File: config.mk
export PLATFORM = sky130hd
export DESIGN_NAME = sort_arbiter
export DESIGN_NICKNAME = d
export VERILOG_FILES = /design/src/rtl/sort_arbiter_pkg.sv /design/src/rtl/rr_arbiter2.sv /design/src/rtl/sort_arbiter.sv
export SDC_FILE = /design/constraint.sdc
export NUM_CORES = 1
export LEC_CHECK = 0
export ABC_CLOCK_PERIOD_IN_PS = 2200
export CORE_MARGIN = 2
export CORE_UTILIZATION = 38
export DETAILED_ROUTE_END_ITERATION = 16
export PLACE_DENSITY = 0.77
export SYNTH_ARGS = -nofsm -noshare
export SYNTH_HDL_FRONTEND = slang
export SYNTH_HIERARCHICAL = 1
export SYNTH_SLANG_ARGS = --single-unit
File: constraint.sdc
create_clock -name clk -period 2.2 [get_ports clk]
set_input_delay 0.44 -clock clk [delete_from_list [all_inputs] [get_ports clk]]
set_output_delay 0.44 -clock clk [all_outputs]
set_load 0.05 [all_outputs]
File: src/rtl/sort_arbiter_pkg.sv
// Shared definitions for the sort arbiter block.
//   state_e      : arbiter FSM state encoding
//   DefN/DefW    : default elements per job and element width
//   DefTimeout   : default sorter completion budget in cycles
//   ErrCountW    : width of the saturating timeout counter output
package sort_arbiter_pkg;

  typedef enum logic [1:0] {
    StIdle   = 2'd0,
    StLaunch = 2'd1,
    StWait   = 2'd2,
    StResp   = 2'd3
  } state_e;

  localparam int unsigned DefN       = 4;
  localparam int unsigned DefW       = 8;
  localparam int unsigned DefTimeout = 64;
  localparam int unsigned ErrCountW  = 8;

endpackage

File: src/rtl/rr_arbiter2.sv
// Two-way round-robin arbiter.
//   clk, rst   : clock, synchronous active-high reset
//   req0, req1 : request lines
//   en         : a grant is being taken this cycle; updates last_grant
//   gnt_valid  : at least one request is present
//   gnt_id     : requester that wins this cycle (0/1)
module rr_arbiter2 (
  input  logic clk,
  input  logic rst,
  input  logic req0,
  input  logic req1,
  input  logic en,
  output logic gnt_valid,
  output logic gnt_id
);

  // Resets to 1 so that requester 0 wins the first contested round.
  logic last_grant;

  always_comb begin
    gnt_valid = req0 | req1;
    if (req0 && req1) begin
      gnt_id = ~last_grant;
    end else begin
      gnt_id = req1;
    end
  end

  always_ff @(posedge clk) begin
    if (rst) begin
      last_grant <= 1'b1;
    end else if (en && gnt_valid) begin
      last_grant <= gnt_id;
    end
  end

endmodule

File: src/rtl/sort_arbiter.sv
// Arbitrates two requesters onto one shared external sorter and returns results.
//   clk, rst                 : clock, synchronous active-high reset
//   req0/1, data0/1          : job requests with packed unsorted words
//   ack0/1                   : one-cycle accept pulse to the granted requester
//   resp_valid/id/data/err   : one-cycle result strobe, owner, sorted word, timeout flag
//   busy                     : high whenever a job is in flight
//   srt_start, srt_data_in   : launch pulse and job word to the sorter
//   srt_data_out, srt_done   : sorter result and completion level
//   err_count                : saturating count of timed-out jobs
module sort_arbiter
  import sort_arbiter_pkg::*;
#(
  parameter int unsigned N       = DefN,
  parameter int unsigned W       = DefW,
  parameter int unsigned TIMEOUT = DefTimeout
) (
  input  logic                 clk,
  input  logic                 rst,
  input  logic                 req0,
  input  logic                 req1,
  input  logic [N*W-1:0]       data0,
  input  logic [N*W-1:0]       data1,
  output logic                 ack0,
  output logic                 ack1,
  output logic                 resp_valid,
  output logic                 resp_id,
  output logic [N*W-1:0]       resp_data,
  output logic                 resp_err,
  output logic                 busy,
  output logic                 srt_start,
  output logic [N*W-1:0]       srt_data_in,
  input  logic [N*W-1:0]       srt_data_out,
  input  logic                 srt_done,
  output logic [ErrCountW-1:0] err_count
);

  localparam int unsigned CW = $clog2(TIMEOUT + 1);

  state_e        state;
  logic          owner;
  logic          done_prev;
  logic [CW-1:0] tmo_cnt;
  logic [CW-1:0] tmo_inc;
  logic          accept;
  logic          gnt_valid;
  logic          gnt_id;
  logic          done_edge;
  logic          expired;

  // Grants are only taken while idle; reset blocks any accept in its cycle.
  assign accept = (state == StIdle) && !rst;

  rr_arbiter2 u_arb (
    .clk       (clk),
    .rst       (rst),
    .req0      (req0),
    .req1      (req1),
    .en        (accept),
    .gnt_valid (gnt_valid),
    .gnt_id    (gnt_id)
  );

  assign ack0 = accept && gnt_valid && !gnt_id;
  assign ack1 = accept && gnt_valid && gnt_id;

  // srt_done is a level that may linger from an earlier job; only a fresh
  // rising edge seen while waiting counts as completion.
  assign done_edge = srt_done && !done_prev;
  assign tmo_inc   = tmo_cnt + 1'b1;
  assign expired   = (tmo_inc == CW'(TIMEOUT));

  always_ff @(posedge clk) begin
    done_prev <= srt_done;
  end

  always_ff @(posedge clk) begin
    if (rst) begin
      state       <= StIdle;
      owner       <= 1'b0;
      tmo_cnt     <= '0;
      busy        <= 1'b0;
      srt_start   <= 1'b0;
      srt_data_in <= '0;
      resp_valid  <= 1'b0;
      resp_id     <= 1'b0;
      resp_data   <= '0;
      resp_err    <= 1'b0;
      err_count   <= '0;
    end else begin
      case (state)
        StIdle: begin
          if (gnt_valid) begin
            state       <= StLaunch;
            owner       <= gnt_id;
            srt_data_in <= gnt_id ? data1 : data0;
            busy        <= 1'b1;
            srt_start   <= 1'b1;
          end
        end
        StLaunch: begin
          state     <= StWait;
          srt_start <= 1'b0;
          tmo_cnt   <= '0;
        end
        StWait: begin
          // Completion is checked first so a done edge on the expiry cycle wins.
          if (done_edge) begin
            state      <= StResp;
            resp_valid <= 1'b1;
            resp_id    <= owner;
            resp_data  <= srt_data_out;
            resp_err   <= 1'b0;
          end else if (expired) begin
            state      <= StResp;
            resp_valid <= 1'b1;
            resp_id    <= owner;
            resp_data  <= '0;
            resp_err   <= 1'b1;
            if (err_count != {ErrCountW{1'b1}}) begin
              err_count <= err_count + 1'b1;
            end
          end else begin
            tmo_cnt <= tmo_inc;
          end
        end
        StResp: begin
          state      <= StIdle;
          resp_valid <= 1'b0;
          busy       <= 1'b0;
        end
        default: begin
          state <= StIdle;
        end
      endcase
    end
  end

endmodule

==> results.sh <==
export IMPL_status="completed"
export IMPL_ir_drop_mv=0.580
export IMPL_grt_busiest_layer="met2"
export IMPL_use_met3_pct=5.75
export IMPL_initialDrtViolationCount=200
export IMPL_cts_made_buffers=9
export IMPL_drive_gt1_share_pct=9.18
export IMPL_grt_pass1_wl_um=18100
export IMPL_setup_viol=0
export IMPL_grt_util_all_layers_pct=19.5
export IMPL_synth_area_um2=4080
export IMPL_dp_hpwl_um=8390
export IMPL_cp_data_required_time_ns=2.49
export IMPL_syn_area_per_cell_um2=8.92
export IMPL_syn_nets=565
export IMPL_leakage_nw=2.40
export IMPL_wl_um=11500
export IMPL_ys_ff_latch=89
export IMPL_clk_pin_slew_ns=0.09
export IMPL_antenna_found_initial=0
export IMPL_h_tree_depth=3
export IMPL_grt_max_degree=66
export IMPL_drc=0
export IMPL_clock_latency_ns=0.36
export IMPL_period_needed_ns=2.18
export IMPL_routedWlPerCell_um=15.0
export IMPL_detail_route_vias_per_cell=5.17
export IMPL_synth_cells=457
export IMPL_die_h_um=108
export IMPL_synth_cell_types=50
export IMPL_start_util_pct=39.3
export IMPL_layout_setup_ws_ns=0.0162
export IMPL_antenna_cells=0
export IMPL_cts_tree="yes"
export IMPL_finalHoldViolCount=0
export IMPL_critPathLaunchType="register"
export IMPL_placed_area_um2=6080
export IMPL_synth_flop_cell="dfxtp_1"
export IMPL_worstSetupPathType="reg2reg"
export IMPL_dieArea_um2=11600
export IMPL_io_pins=180
export IMPL_synthArstFlopShare_pct=0
export IMPL_maxSlewViolCount=0
export IMPL_cp_max_fo=7
export IMPL_slew_limit_headroom_pct=55.8
export IMPL_skew_ns=0.00828
export IMPL_cts_buffer_depth=2
export IMPL_gp_congestion=0.797
export IMPL_setup_tns_ns=0
export IMPL_grt_use_met2_pct=32.5
export IMPL_fin_nets=736
export IMPL_crit_arrival_ns=2.48
export IMPL_numClockSinks=89
export IMPL_vias=3967
export IMPL_rows=37
export IMPL_fin_crit_sh_pct=99.3
export IMPL_synth_warnings=6
export IMPL_fp_dieW_um=108
export IMPL_synth_edff_count=0
export IMPL_gr_total_overflow=0
export IMPL_rsz0062_at_grt="true"
export IMPL_first_pass_iters=4
export IMPL_grt_pass1_vias=3855
export IMPL_endpoint_kind="register"
export IMPL_powerDensity_nw_per_um2=882
export IMPL_syn2layout_area_growth_pct=55.0
export IMPL_fmax_ghz=0.458
export IMPL_seq_area_frac_synth_pct=43.7
export IMPL_hp_class="reg2reg"
export IMPL_ant_nets=0
export IMPL_io_buffers=179
export IMPL_drv_cap=0
export IMPL_clockRootBuffer="clkbuf_8"
export IMPL_worstMarginPinSlew_ns=0.658
export IMPL_fin_area_um2=6320
export IMPL_grt_use_met1_pct=23.4
export IMPL_dp_slack_ns=-0.0884
export IMPL_design_core_area_um2=10400
timing repair:
item / in CTS / in global routing
pin swaps: 2 / 1
setup buffers: 0 / 1
resized for setup: 6 / 9
endpoints found under the setup margin: 2 / 29
hold buffers: 0 / 0
layout make-up:
cell class	instances	area [um2]
repair buffers	198	1980
clock buffers	10	138
multi-input cells	326	2190
inverters	4	15.0
well taps	136	170
clock inverters	5	41.3
fillers	881	4050
flip-flops and latches	89	1780
cells in the final DEF (no fill, tap or decap), drive strengths merged, types with 11 or more instances in the layout:
cell type,count
clkdlybuf4s50,176
dfxtp,89
nor2,74
nand2,42
a211oi,34
mux2i,33
a2bb2oi,32
buf,22
nand3,11
a21oi,11
routing by layer:
| layer | part of all wire [%] | wire, um | up-vias |
|---|---|---|---|
| li1 | - | - | 1977 |
| met1 | 42 | 4860 | 1824 |
| met2 | 48 | 5480 | 147 |
| met3 | 8.0 | 918 | 19 |
| met4 | 2.2 | 257 | 0 |
| met5 | 0 | 0 | - |
through the flow:
step	cells	hold WS (ns)	total power, mW	utilization [%]
after detailed placement	752	0.459	4.55	58.6
after floorplan	457	0.435	3.63	-
after CTS	767	0.473	5.61	60.6
after global placement	752	0.448	4.51	58.6
final	768	0.470	5.57	60.9
after global routing	768	0.506	5.88	60.9
Yosys cell counts (11+ instances only):
master     count  area share (%)
a211oi_1      34             6.3
a21oi_1       11             1.4
a2bb2oi_1     32             6.9
clkbuf_1      25             2.3
dfxtp_1       89              44
mux2i_1       33             8.1
nand2_1       42             3.9
nand3_1       11             1.4
nor2_1        74             6.8
path summary, 6_finish.rpt:
check,from,to,slack (ns),depth (start not counted)
worst max-delay path,tmo_cnt[0],err_count[4],0.02,6
worst min-delay path,owner,owner,0.47,2
worst max register to register,tmo_cnt[0],err_count[4],0.02,6
worst min register to register,owner,owner,0.47,2
flip-flops by register name (all words and copies together) (netlist names):
name	cells
busy	1
done_prev	1
err_count	8
owner	1
resp_data	32
resp_err	1
resp_id	1
resp_valid	1
srt_data_in	32
srt_start	1
state	2
tmo_cnt	7
u_arb/last_grant	1
worst max-delay path, stage by stage (launching register included):
cell and delay (ns):
dfxtp_2 0.36, ha_2 0.22, or4b_4 0.50, o31ai_4 0.11
o211ai_4 0.20, or4_1 0.57, a21oi_2 0.17
power by group:
group / total (mW) / internal, mW / switching [mW]
sequential: 2.01 / 1.87 / 0.143
combinational: 2.51 / 0.929 / 1.58
clock: 1.05 / 0.443 / 0.606
cells by family after synthesis:
group | share of synthesized area [%]
AND/OR/NAND/NOR | 19.8
AO/OA/AOI/OAI | 20.9
flip-flops | 43.7
buffers and inverters | 4.48
multiplexers | 8.93
adder cells (fa/ha/maj) | 2.15
Power figures use the tool's default switching activity.
